### src/rtl/decode_hazard_scoreboard.sv
// Read-after-write interlock for the Decode stage and its 16-entry register bank.
// Each register has a pending-write counter: Decode issuing a writer raises it and
// a bank writeback (port C or port V) lowers it. Decode stalls while a source it
// consumes has writes in flight, or while its destination counter is full.
module decode_hazard_scoreboard #(
  parameter int NREG     = 16,
  parameter int CNT_W    = 2,
  parameter int STALL_TO = 64
) (
  input  logic       clk,
  input  logic       rst_n,
  input  logic       id_valid,
  input  logic [3:0] Rp,
  input  logic [3:0] Rs,
  input  logic       sel_A,
  input  logic       sel_B,
  input  logic       use_A,
  input  logic       use_B,
  input  logic [3:0] Rg_In,
  input  logic       id_wr,
  input  logic       id_link,
  input  logic       id_wrV,
  input  logic       WE_C,
  input  logic [3:0] Rg_WB,
  input  logic       sel_C,
  input  logic       WE_V,
  input  logic       flush,
  output logic       stall,
  output logic       issue,
  output logic       busy,
  output logic [7:0] stall_cnt,
  output logic       err_underflow,
  output logic       err_timeout
);

  // All-ones is the largest count a register can hold.
  localparam logic [CNT_W-1:0] MAX     = '1;
  localparam logic [7:0]       TO_LAST = 8'(STALL_TO - 1);
  localparam logic [3:0]       R_LINK  = 4'd14;
  localparam logic [3:0]       R_V     = 4'd15;

  logic [CNT_W-1:0] pend     [NREG];
  logic [CNT_W-1:0] pend_nxt [NREG];
  logic [NREG-1:0]  uf_vec;

  logic [3:0] src_a;
  logic [3:0] src_b;
  logic [3:0] dst;
  logic [3:0] wb_c;
  logic       haz_a;
  logic       haz_b;
  logic       haz_d;

  logic [1:0]             inc;
  logic [1:0]             dec;
  logic signed [CNT_W+2:0] net;

  // Signed count after applying this cycle's increments and decrements; a negative
  // value means more writebacks arrived than were outstanding.
  function automatic logic signed [CNT_W+2:0] net_cnt(
    input logic [CNT_W-1:0] cur,
    input logic [1:0]       up,
    input logic [1:0]       down
  );
    return $signed({3'b000, cur})
         + $signed({{(CNT_W+1){1'b0}}, up})
         - $signed({{(CNT_W+1){1'b0}}, down});
  endfunction

  // Clamp a signed net count into the counter range: below zero holds at zero,
  // above MAX holds at MAX.
  function automatic logic [CNT_W-1:0] sat_cnt(input logic signed [CNT_W+2:0] s);
    if (s[CNT_W+2]) begin
      return '0;
    end else if (|s[CNT_W+1:CNT_W]) begin
      return MAX;
    end else begin
      return s[CNT_W-1:0];
    end
  endfunction

  // Resolve effective register addresses and the three hazard sources.
  always_comb begin
    src_a = sel_A   ? R_LINK : Rp;
    src_b = sel_B   ? R_V    : Rs;
    dst   = id_link ? R_LINK : Rg_In;
    wb_c  = sel_C   ? R_LINK : Rg_WB;
    haz_a = use_A && (pend[src_a] != '0);
    haz_b = use_B && (pend[src_b] != '0);
    // A full destination counter cannot absorb another pending write.
    haz_d = (id_wr && (pend[dst] == MAX)) || (id_wrV && (pend[R_V] == MAX));
    stall = id_valid && !flush && (haz_a || haz_b || haz_d);
    issue = id_valid && !flush && !stall;
  end

  // Busy whenever any register still has a write outstanding.
  always_comb begin
    busy = 1'b0;
    for (int r = 0; r < NREG; r++) begin
      busy = busy | (pend[r] != '0);
    end
  end

  // Per-register next count; R15 can move by two when ports C and V both hit it.
  always_comb begin
    inc    = '0;
    dec    = '0;
    net    = '0;
    uf_vec = '0;
    for (int r = 0; r < NREG; r++) begin
      inc = {1'b0, issue && id_wr  && (dst  == 4'(r))}
          + {1'b0, issue && id_wrV && (R_V  == 4'(r))};
      dec = {1'b0, WE_C            && (wb_c == 4'(r))}
          + {1'b0, WE_V            && (R_V  == 4'(r))};
      net         = net_cnt(pend[r], inc, dec);
      uf_vec[r]   = net[CNT_W+2];
      pend_nxt[r] = sat_cnt(net);
    end
  end

  // Pending counters; flush wipes every entry and discards this cycle's updates.
  always_ff @(posedge clk or negedge rst_n) begin
    if (!rst_n) begin
      for (int r = 0; r < NREG; r++) begin
        pend[r] <= '0;
      end
    end else if (flush) begin
      for (int r = 0; r < NREG; r++) begin
        pend[r] <= '0;
      end
    end else begin
      for (int r = 0; r < NREG; r++) begin
        pend[r] <= pend_nxt[r];
      end
    end
  end

  // Consecutive-stall counter, saturating, cleared by any non-stall cycle.
  always_ff @(posedge clk or negedge rst_n) begin
    if (!rst_n) begin
      stall_cnt <= 8'd0;
    end else if (stall) begin
      stall_cnt <= (stall_cnt == 8'hFF) ? 8'hFF : stall_cnt + 8'd1;
    end else begin
      stall_cnt <= 8'd0;
    end
  end

  // Sticky error flags, cleared only by reset.
  always_ff @(posedge clk or negedge rst_n) begin
    if (!rst_n) begin
      err_underflow <= 1'b0;
      err_timeout   <= 1'b0;
    end else begin
      if (!flush && (|uf_vec)) begin
        err_underflow <= 1'b1;
      end
      if (stall && (stall_cnt == TO_LAST)) begin
        err_timeout <= 1'b1;
      end
    end
  end

endmodule

### config.mk
export PLATFORM = sky130hd
export DESIGN_NAME = decode_hazard_scoreboard
export DESIGN_NICKNAME = d
export VERILOG_FILES = /design/src/rtl/decode_hazard_scoreboard.sv
export SDC_FILE = /design/constraint.sdc
export NUM_CORES = 1
export LEC_CHECK = 0
export CELL_PAD_IN_SITES_DETAIL_PLACEMENT = 0
export CELL_PAD_IN_SITES_GLOBAL_PLACEMENT = 1
export CORE_MARGIN = 1.5
export CORE_UTILIZATION = 40
export CTS_CLUSTER_DIAMETER = 100
export DETAILED_ROUTE_END_ITERATION = 12
export PLACE_DENSITY_LB_ADDON = 0.25
export SLEW_MARGIN = 10
export SYNTH_ARGS = -nofsm -noshare
export SYNTH_HDL_FRONTEND = slang
export SYNTH_SLANG_ARGS = --single-unit
### constraint.sdc
create_clock -name clk -period 4.5 [get_ports clk]
set_input_delay 0.675 -clock clk [delete_from_list [all_inputs] [get_ports clk]]
set_output_delay 0.675 -clock clk [all_outputs]
set_load 0.05 [all_outputs]
==> flow_summary.toml <==
[run_status]
status = "complete, no violations"

[die]
floorplan.die.width_um = 107
core_um2 = 10400
die_h_um = 107
dieArea_um2 = 11400
ios = 43
row_count = 37
start_util = 0.415

[timing]
hold_viol = 0
grt_setup_unrepaired = "false"
post-route-period-util = 0.943
finalMaxSlewViolations = 0
post-route-min-period_ns = 4.24
finClkSkew_ns = 0.0160
slew_headroom = 0.317
timing.fmax_ghz = 0.236
tightest_slew_ns = 1.02
setup_viol_count_final = 0

[logic_synthesis]
synth_most_common_cell = "ha_1"
synth_async_sr_flop_share = 1.00
yosysWarnings = 0
netlist_instances = 456
ys_seq_area_frac = 0.244
synth_top_flop_cell = "dfrtp_1"
netlist_top_cells_count = "ha_1, inv_1, nor2_1"
netlist.area_leader.share = 0.244
synth_area_um2 = 4310
synth_seq_cells = 42
synth_edf_count = 0
synth_area_leaders = "dfrtp_1, ha_1, fa_1"
yosysTopAreaCell = "dfrtp_1"
synth_fp_nets = 570
synth_cell_types = 58
synth_area_per_cell_um2 = 9.45

[critical_path]
path_class = "in2reg"
worstPathRequired_ns = 4.69
crit_arrival_ns = 4.43
endpoint_kind = "flip-flop"
rr_worst_depth = 15
critPathLaunchType = "input port"
cp_max_fo = 8

[routing]
viasPerCell = 5.43
drc = 0
vias = 3649
ant_nets = 0
wl_per_cell_um = 17.4
first_iter_violations = 182
drt_pre_antenna_iters = 5
drt_wl_total_mm = 11.7

[clock_tree]
cts_buffers = 5
cts_htree_levels = 2
cts_setup_buffers = 0
cts.path.max_buffers = 2
clk_latency_ns = 0.31
cts_resized = 0
path_clk_slew_ns = 0.09
clkSinkCount = 42
cts_tree = "done"
cts_root_buffer = "clkbuf_8"
ctsHoldBuffers = 0

[placed_design]
hpwl_mm = 9.64
port_buffers = 42
place_area_um2 = 5130
place.gp.congestion = 0.877

[layout]
drive_above_1_share = 0.132
fin_area_um2 = 5230
diodes = 0
final_nets = 649
synthToLayoutAreaGrowth_pct = 21.3

[global_routing]
grt_overflow_total = 0
grt_pass1_vias = 3705
antenna_found_initial = 0
grt_max_degree = 43
grt_pass1_wl_mm = 19.0
track_usage = 0.218

[worst_hold_path]
whs_path_depth = 1
min_path_type = "reg2reg"

[power]
leakage_nw = 2.36
power_mw = 1.70
ir_drop_v = 0.000169
pwr_density_cell_nw_per_um2 = 326

[flow_run]
drv_cap = 0
==> critical path, cell delays in order <==
cell,delay [ns]
clkdlybuf4s50_1,0.50
buf_4,0.17
nor3_1,0.06
a2111oi_0,0.40
o21ai_0,0.19
a211oi_2,0.36
nor3_4,0.07
and4_1,0.19
fa_1,0.52
fa_1,0.22
ha_1,0.15
inv_1,0.04
ha_1,0.18
nor4_1,0.28
a41oi_1,0.13
or2_2,0.28
==> routing by layer <==
metal,share of wire,wire length (um),GRT usage,vias up
met2,0.47,5450,0.361,74
met1,0.47,5510,0.294,1823
met5,0,0,0,-
met4,0.026,308,0.0752,0
met3,0.037,432,0.0267,18
li1,-,-,-,1734
==> cell usage in the layout, fill, tap and decap left out, types with 7 or more instances in the layout <==
master           netlist  layout
o21a_1                27      27
inv_1                 52      52
buf_4                  0      41
nor3_1                14      14
nand3_1               18      18
o21ai_0                7       7
dfrtp_1               42      42
ha_1                  64      64
fa_1                  20      20
a21boi_0              16      16
nor2_1                49      49
a211oi_1               7       7
nand4_1               11      11
clkdlybuf4s50_1        0      39
nand2_1               18      18
xnor2_1               15      15
==> cells by family (layout without fill, tap and decap cells) <==
logic type / Yosys count / count (layout) / synth area share
xor gates and xnor gates: 19 / 19 / 0.0386
adders and majority gates: 84 / 84 / 0.279
and+or+nand+nor: 159 / 159 / 0.196
muxes: 8 / 8 / 0.0305
DFF: 42 / 42 / 0.244
AOI/OAI and AO/OA: 82 / 82 / 0.150
buffers and inverters: 62 / 142 / 0.0616
==> flip-flops by register name, summed over array words and instances (netlist names) <==
register       count
err_timeout        1
err_underflow      1
pend              32
stall_cnt          8
==> through the flow <==
stage	setup TNS (ns)	cells	utilization	worst slack, ns	hold WS, ns
after floorplan	0	456	-	0.420	0.379
after global placement	0	664	0.495	0.0123	0.463
after detailed placement	-0.0341	664	0.495	-0.0341	0.468
after CTS	0	672	0.504	0.286	0.490
after global routing	0	672	0.504	0.0310	0.517
final	0	672	0.504	0.256	0.484
==> path summary, 6_finish.rpt <==
| path | start | end | slack, ns |
|---|---|---|---|
| max | Rs[1] | err_underflow | 0.26 |
| min | err_timeout | err_timeout | 0.48 |
| max reg2reg | pend[15] | err_underflow | 0.70 |
| min reg2reg | err_timeout | err_timeout | 0.48 |
| max in group asynchronous | rst_n | stall_cnt[4] | 3.33 |
| min in group asynchronous | rst_n | pend[26] | 0.54 |
==> power by group <==
group	total, mW	internal (mW)	leakage [nW]	switching (mW)
clock network	0.272	0.124	0.0472	0.148
logic	0.796	0.362	1.77	0.434
registers	0.633	0.481	0.546	0.152
total	1.70	0.967	2.36	0.735
==> area by class of cell <==
class | instances | area (um^2)
Tap cell | 136 | 170
Timing Repair Buffer | 82 | 723
Multi-Input combinational cell | 352 | 2990
Clock buffer | 6 | 82.6
Inverter | 52 | 195
Fill cell | 1013 | 5140
Sequential cell | 42 | 1050
Clock inverter | 2 | 12.5
No activity file was read; power rests on OpenSTA's default activity.
